**src/rtl/des_block_scheduler.sv**
```systemverilog
// Job scheduler for an array of des_block instances: dispatches seed/limit jobs
// to free blocks, collects finished counters round-robin and recycles blocks.
module des_block_scheduler #(
  parameter int unsigned NUM_BLOCKS = 4,
  parameter int unsigned JOBS_W     = 32
) (
  input  logic                       clk,
  input  logic                       rst,
  input  logic                       go,
  input  logic                       job_valid,
  output logic                       job_ready,
  input  logic [63:0]                job_seed,
  input  logic [63:0]                job_limit,
  input  logic                       job_last,
  output logic [NUM_BLOCKS-1:0]      blk_start,
  output logic [NUM_BLOCKS-1:0]      blk_restart,
  output logic [64*NUM_BLOCKS-1:0]   blk_seed,
  output logic [64*NUM_BLOCKS-1:0]   blk_limit,
  input  logic [NUM_BLOCKS-1:0]      blk_done,
  input  logic [64*NUM_BLOCKS-1:0]   blk_counter,
  output logic [63:0]                total,
  output logic [JOBS_W-1:0]          jobs_done,
  output logic                       busy,
  output logic                       done
);

  localparam int unsigned PTR_W = (NUM_BLOCKS > 1) ? $clog2(NUM_BLOCKS) : 1;

  typedef enum logic [1:0] {ST_IDLE, ST_RUN, ST_DRAIN, ST_DONE} top_e;
  typedef enum logic [1:0] {SL_FREE, SL_LOADED, SL_RUN, SL_COLLECT} slot_e;

  top_e              state_q;
  top_e              state_d;
  slot_e             slot_q [NUM_BLOCKS];
  slot_e             slot_d [NUM_BLOCKS];
  logic              init_q;
  logic [PTR_W-1:0]  rr_ptr_q;
  logic [PTR_W-1:0]  rr_ptr_d;
  logic              free_any;
  logic              all_free;
  logic [PTR_W-1:0]  free_idx;
  logic [NUM_BLOCKS-1:0] req;
  logic              req_any;
  logic [PTR_W-1:0]  grant_idx;
  logic              accept;
  logic              start_batch;

  // Descending scan so the lowest-index free slot is the one left selected.
  always_comb begin
    free_any = 1'b0;
    all_free = 1'b1;
    free_idx = '0;
    for (int unsigned i = NUM_BLOCKS; i > 0; i--) begin
      if (slot_q[i-1] == SL_FREE) begin
        free_any = 1'b1;
        free_idx = PTR_W'(i - 1);
      end else begin
        all_free = 1'b0;
      end
    end
  end

  always_comb begin
    req = '0;
    for (int unsigned i = 0; i < NUM_BLOCKS; i++) begin
      req[i] = (slot_q[i] == SL_RUN) && blk_done[i];
    end
  end

  // Round-robin: scan offsets high to low so the nearest requester from the pointer wins.
  always_comb begin
    req_any   = 1'b0;
    grant_idx = '0;
    for (int unsigned off = NUM_BLOCKS; off > 0; off--) begin
      if (req[(32'(rr_ptr_q) + off - 1) % NUM_BLOCKS]) begin
        req_any   = 1'b1;
        grant_idx = PTR_W'((32'(rr_ptr_q) + off - 1) % NUM_BLOCKS);
      end
    end
  end

  always_comb begin
    rr_ptr_d = rr_ptr_q;
    if (req_any) begin
      rr_ptr_d = PTR_W'((32'(grant_idx) + 1) % NUM_BLOCKS);
    end
  end

  assign accept      = job_valid && job_ready;
  assign start_batch = go && ((state_q == ST_IDLE) || (state_q == ST_DONE));

  // Top FSM: state register
  always_ff @(posedge clk) begin
    if (rst) begin
      state_q <= ST_IDLE;
    end else begin
      state_q <= state_d;
    end
  end

  // Top FSM: next state
  always_comb begin
    state_d = state_q;
    unique case (state_q)
      ST_IDLE:  if (go) state_d = ST_RUN;
      ST_RUN:   if (accept && job_last) state_d = ST_DRAIN;
      ST_DRAIN: if (all_free && !init_q) state_d = ST_DONE;
      ST_DONE:  if (go) state_d = ST_RUN;
      default:  state_d = ST_IDLE;
    endcase
  end

  // Top FSM: outputs
  always_comb begin
    job_ready = (state_q == ST_RUN) && free_any;
    busy      = (state_q == ST_RUN) || (state_q == ST_DRAIN);
    done      = (state_q == ST_DONE);
  end

  // Per-slot lifecycle; dispatch and grant never target the same slot.
  always_comb begin
    for (int unsigned i = 0; i < NUM_BLOCKS; i++) begin
      unique case (slot_q[i])
        SL_LOADED:  slot_d[i] = SL_RUN;
        SL_COLLECT: slot_d[i] = SL_FREE;
        default:    slot_d[i] = slot_q[i];
      endcase
    end
    if (accept) begin
      slot_d[free_idx] = SL_LOADED;
    end
    if (req_any) begin
      slot_d[grant_idx] = SL_COLLECT;
    end
  end

  always_ff @(posedge clk) begin
    if (rst) begin
      for (int unsigned i = 0; i < NUM_BLOCKS; i++) begin
        slot_q[i] <= SL_FREE;
      end
      init_q    <= 1'b1;
      rr_ptr_q  <= '0;
      total     <= '0;
      jobs_done <= '0;
      blk_seed  <= '0;
      blk_limit <= '0;
    end else begin
      for (int unsigned i = 0; i < NUM_BLOCKS; i++) begin
        slot_q[i] <= slot_d[i];
      end
      init_q   <= 1'b0;
      rr_ptr_q <= rr_ptr_d;
      if (start_batch) begin
        total     <= '0;
        jobs_done <= '0;
      end else if (req_any) begin
        total     <= total + blk_counter[{grant_idx, 6'd0} +: 64];
        jobs_done <= jobs_done + JOBS_W'(1);
      end
      if (accept) begin
        blk_seed[{free_idx, 6'd0} +: 64]  <= job_seed;
        blk_limit[{free_idx, 6'd0} +: 64] <= job_limit;
      end
    end
  end

  // init_q holds every block in restart for the cycle following reset.
  always_comb begin
    for (int unsigned i = 0; i < NUM_BLOCKS; i++) begin
      blk_start[i]   = (slot_q[i] == SL_LOADED);
      blk_restart[i] = init_q || (slot_q[i] == SL_COLLECT);
    end
  end

endmodule

```
**config.mk**
```make
export PLATFORM = sky130hd
export DESIGN_NAME = des_block_scheduler
export DESIGN_NICKNAME = d
export VERILOG_FILES = /design/src/rtl/des_block_scheduler.sv
export SDC_FILE = /design/constraint.sdc
export NUM_CORES = 1
export LEC_CHECK = 0
export CAP_MARGIN = 20
export CORE_AREA = 2 2 390 392
export DETAILED_ROUTE_END_ITERATION = 16
export DIE_AREA = 0 0 392 394
export HOLD_SLACK_MARGIN = 0.12
export PLACE_DENSITY = 0.51
export SETUP_SLACK_MARGIN = 0.5
export SYNTH_ARGS = -nofsm -noshare
export SYNTH_HDL_FRONTEND = slang
export SYNTH_SLANG_ARGS = --single-unit
export TNS_END_PERCENT = 10
```
**constraint.sdc**
```tcl
create_clock -name clk -period 9.15 [get_ports clk]
set_input_delay 1.83 -clock clk [delete_from_list [all_inputs] [get_ports clk]]
set_output_delay 1.83 -clock clk [all_outputs]
set_load 0.1 [all_outputs]
```
Word level (Yosys, flattened, before mapping) --
Memory sizes are Yosys's and may differ from the RTL's. Cells that the tools add are included.
Operators by class: add/sub/neg operators 12, muxes and demuxes 50, order comparisons 8, bitwise operators 10, reduce and logical (&&, ||, !) cells 26, shifts and indexed selects 4, equality and inequality tests 18
Operators by type and width (count):
- bitwise mux 256 bit | 2
- variable part select 64 x 10 -> 256 bit | 2
- variable shift 64 x 10 -> 256 bit, first input constant | 1
- variable part select 256 x 9 -> 64 bit | 1
- adder 64 bit | 1
- 2-to-1 mux 2 bit | 17
- adder 32 x 1 -> 32 bit, second input constant | 1
- equality test 2 bit, second input constant | 10
- 2-to-1 mux 1 bit | 18
- 2-to-1 mux 8 bit | 2
- case mux 2 bit (2 select lines) | 4
- < comparator 2 x 3 -> 1 bit, second input constant | 4
- logical AND 1 bit | 11
- equality test 2 x 1 -> 1 bit, second input constant | 5
- zero test 2 bit | 5
- negator 8 -> 10 bit | 1
- binary-select mux 1 bit (select 2 bit) | 4
- demux 2 bit (select 2 bit) | 2
- OR 8 bit | 1
- subtractor 2 x 1 -> 2 bit, second input constant | 4
- adder 2 x 1 -> 2 bit, second input constant | 3
- >= comparator 3 bit, second input constant | 2
- logical OR 1 bit | 6
- < comparator 3 x 1 -> 1 bit, second input constant | 2
- 12 further kinds | 19
Storage, ports and cells: register bits after elaboration 613, memories 1, output and inout port bits 619, RAM bits 8, bits of input ports 393, word-level logic and storage cells 136
Memories:
- slot_q | depth 4, bits a word 2, rd ports 4, clocked after memory_dff 0, wr ports 4, RTL line 34 | slot_e slot_q [NUM_BLOCKS];

Depth between registers and ports, before layout --
word-level depth 16, depth in mapped cells 24, depth with buffers taken out 23

Worst setup path before layout --
Ideal clock, no wire load.
path type input to register, start point input port blk_done[0], end point register total[62], library setup time 0.120 ns, data arrival time 5.717 ns, path slack 3.313 ns, stages on the path 22, path through nand2_1 > nor2_1 > a21oi_1 > o22a_1 > clkbuf_1 > clkbuf_1 > clkbuf_1 > nand2_1 > a31oi_1 > ha_1 > inv_1 > fa_1 > nor2b_1 > o211ai_1 > a21oi_1 > o2111ai_1 > a311oi_1 > or2_1 > a211oi_2 > o31ai_2 > nor4_1 > a211o_1
Between the ends: longest elaborated chain between the ends 9, elaborated cells on any way between the ends 19
Ends and longest elaborated chain:
- from (decl) | RTL line 19 | input logic [NUM_BLOCKS-1:0] blk_done,
- logical AND 1 bit (*) | RTL line 66 | req[i] = (slot_q[i] == SL_RUN) && blk_done[i];
- binary-select mux 1 bit (select 2 bit) | RTL line 75 | if (req[(32'(rr_ptr_q) + off - 1) % NUM_BLOCKS]) begin
- 2-to-1 mux 1 bit (implied by the code) | RTL line 75
- 2-to-1 mux 2 bit (4 in a row) | RTL line 75
- variable part select 256 x 9 -> 64 bit | RTL line 158 | total <= total + blk_counter[{grant_idx, 6'd0} +: 64];
- adder 64 bit | RTL line 158
- to (signal assigned) | RTL line 158
- to (decl) | RTL line 21 | output logic [63:0] total,
Every way passes the cells marked *; elsewhere a longest branch is shown, timed or not. The select of a mux whose other input is x is not followed. A chain may end at the register's enable or synchronous reset.

Worst setup path after layout --
start point input port blk_done[0], end point register total[56]
Same word-level chain as after synthesis.

==> flow_summary.ini <==
[timing]
slew_viol_final = 0
setup_repair_after_global_routing_missed_its_margin = false
measured_slew_at_the_worst_slew_check_pin_ns = 1.41
max_freq_mhz = 148
final.setup.tns_ns = 0
final-setup-viol-count = 0
final.min_clock_period_ns = 6.74
hold_violations = 0
skew_ns = 0.0588
finalWorstSetupSlack_ns = 2.41
finalCritPeriodShare_pct = 73.7
relSlewSlack_pct = 6.22
finalHoldWorstSlack_ns = 0.445

[floorplanning]
chipHeight_um = 394
die_w_um = 392
placeableCoreArea_um2 = 151000
floorplan.initialDensity_pct = 18.9
floorplan.die_area_um2 = 154000
rows = 143
pin_count = 1012

[synth]
synth_cells = 3785
number_of_enable_type_register_cells_in_the_synthesized_netlist = 0
yosysUniqueCellTypes = 65
mappedNetlistArea_um2 = 28500
synth.ff_latch_count = 621
yosys_most_used_dff = sky130_fd_sc_hd__dfxtp_1
synth_nets = 4281
async_sr_flop_fraction_pct = 0
synth_area_leaders = sky130_fd_sc_hd__dfxtp_1 44%, sky130_fd_sc_hd__nand2_1 12%, sky130_fd_sc_hd__a21oi_1 11%, sky130_fd_sc_hd__nand3_1 9.7%, sky130_fd_sc_hd__ha_1 4.5%
avg_synthesized_cell_area_um2 = 7.52
synth_top_area_share_pct = 43.7
ys.warnings.count = 0
ys_seq_area_share_pct = 43.7
yosys.area.top_type = sky130_fd_sc_hd__dfxtp_1

[setup_path]
crit_arrival_ns = 7.27
worstSetupEndpointType = flip-flop
critical_path_required_ns = 9.68
crit_path_max_fanout = 58
worst_r2r_path_depth = 22
crit_type = in -> reg
cp-start-kind = primary input

[clocking]
clock_insertion_delay_worst_skew_ns = 0.70
cts.sinks = 621
post_cts_resized = 0
numCtsBuffers = 77
clk_tree_root_cell = sky130_fd_sc_hd__clkbuf_16
cts.reportedPaths.clkPinSlew_ns = 0.06
cts.path.max_buffers = 3
postCtsSetupBuffers = 0
htree_levels = 3
cts_tree = yes
ctsHoldBuffers = 0

[power_and_ir_drop]
vdd_ir_drop_max_mv = 0.244
power_per_cell_area_nw_per_um2 = 217
p_leak_uw = 0.0150

[routing]
drt-pass1-iter-count = 6
detail_route.vias_per_cell = 4.62
route.detailed.drc = 0
post_drt_wl_per_cell_um = 22.9
via_count = 30951
route.final.wire_length_um = 154000
remaining_antenna_violation_count_after_routing = 0
drt_iter0_markers = 2328

[placement]
place_worst_setup_slack_ns = 1.76
place.gp.congestion = 0.900
place_area_um2 = 40300
detailed_place_hpwl_um = 111000
placement.io_buffers = 1011

[grt]
overflow = 0
grt_first_pass_wirelength_um = 215000
pin_count_of_the_biggest_net_entering_global_routing = 219
number_of_global_route_vias_before_repair = 29397
grt_antenna_before_repair = 21
grt.total_usage_pct = 18.8

[min_path]
worst_hold_path.num_cells = 2
min-delay-path-class = reg -> reg

[run]
drv_cap = 0

[finish]
final_design_area_no_fill_um2 = 43100
syn2layout_area_growth_pct = 51.3
drive_above_1_share_pct = 4.81
design.final.nets = 5094
mostFrequentLayoutCells = 987 x sky130_fd_sc_hd__clkdlybuf4s50_1, 921 x sky130_fd_sc_hd__nand2_1, 630 x sky130_fd_sc_hd__a21oi_1
most_common_cell_after_layout_fill_and_taps_aside = sky130_fd_sc_hd__clkdlybuf4s50_1

[outcome]
status = complete, no violations
cells by family (layout without fill, tap and decap cells):
group | after synthesis | in the layout | share of synthesized area [%]
DFF | 621 | 621 | 43.7
adders and majority gates | 103 | 103 | 4.55
buffers and inverters | 347 | 1219 | 4.66
other | 0 | 9 | 0
muxes | 10 | 10 | 0.356
AOI/OAI and AO/OA | 879 | 879 | 17.2
and+or+nand+nor | 1743 | 1743 | 27.0
xor gates and xnor gates | 82 | 82 | 2.52
per-layer routing:
| layer | up-vias | part of all wire [%] | track usage (%) |
|---|---|---|---|
| li1 | 14657 | - | - |
| met1 | 14860 | 41 | 23.3 |
| met2 | 1186 | 45 | 29.7 |
| met3 | 230 | 9.9 | 6.58 |
| met4 | 18 | 4.1 | 7.59 |
| met5 | - | 0.085 | 0 |
area by class of cell:
cell class	instances	area, µm²
inverters	32	123
clock inverters	30	482
diodes	9	22.5
fillers	16352	108000
flip-flops and latches	621	12400
repair buffers	1049	10500
multi-input cells	2817	14800
clock buffers	108	2190
well taps	2030	2540
report_power, final:
part	internal [µW]	switching [µW]
clock	1850	1370
sequential	2830	105
combinational	738	2430
total	5420	3910
worst max-delay path, stage by stage:
cell and delay, ns:
sky130_fd_sc_hd__clkdlybuf4s50_1 0.48, sky130_fd_sc_hd__nand2_1 0.13, sky130_fd_sc_hd__nor2_1 0.18, sky130_fd_sc_hd__a21oi_1 0.07, sky130_fd_sc_hd__o22a_4 0.47, sky130_fd_sc_hd__inv_4 0.53
sky130_fd_sc_hd__buf_4 0.38, sky130_fd_sc_hd__nand2_1 0.08, sky130_fd_sc_hd__and3_1 0.20, sky130_fd_sc_hd__a31oi_1 0.17, sky130_fd_sc_hd__ha_1 0.33, sky130_fd_sc_hd__and4_1 0.26
sky130_fd_sc_hd__a221oi_2 0.23, sky130_fd_sc_hd__o21ai_1 0.17, sky130_fd_sc_hd__o2111ai_1 0.52, sky130_fd_sc_hd__a311oi_1 0.22, sky130_fd_sc_hd__or2_1 0.29, sky130_fd_sc_hd__a21o_2 0.27
sky130_fd_sc_hd__a31oi_1 0.20, sky130_fd_sc_hd__xor2_1 0.16, sky130_fd_sc_hd__o21ai_1 0.06
metrics by stage:
step | power [µW] | instances | util [%]
finish | 9330 | 6696 | 28.6
floorplan | 5010 | 3785 | -
detailed placement | 6160 | 6548 | 26.8
CTS | 9430 | 6686 | 28.6
global route | 9690 | 6688 | 28.6
global placement | 6180 | 6547 | 26.8
synthesized netlist by cell type, drive strengths merged (4+ instances only):
master	n
and4	4
a21boi	4
a21o	45
o22ai	4
mux2i	9
a21oi	632
o21bai	10
ha	102
dfxtp	621
buf	27
nor3b	6
o21a	9
xnor2	41
xor2	41
a31oi	75
nand2b	5
a211oi	24
or2	8
clkbuf	288
inv	32
nand3	549
nor3	17
or3	7
nor2b	7
nor2	88
nand2	925
and3	89
and2	8
nand4	21
o21ai	45
sequential cells by signal (all words and copies together) (netlist names):
signal and cells:
blk_limit 256, blk_seed 256, total 64, jobs_done 32, slot_q 8, rr_ptr_q 2
state_q 2, init_q 1
final timing paths:
path	from	slack (ns)	to
worst max-delay path	blk_done[0]	2.41	total[56]
worst min register to register	blk_seed[169]	0.45	blk_seed[169]
worst max register to register	slot_q[0][0]	3.13	total[56]
worst min-delay path	blk_seed[169]	0.45	blk_seed[169]
No activity file was read; power rests on OpenSTA's default activity.
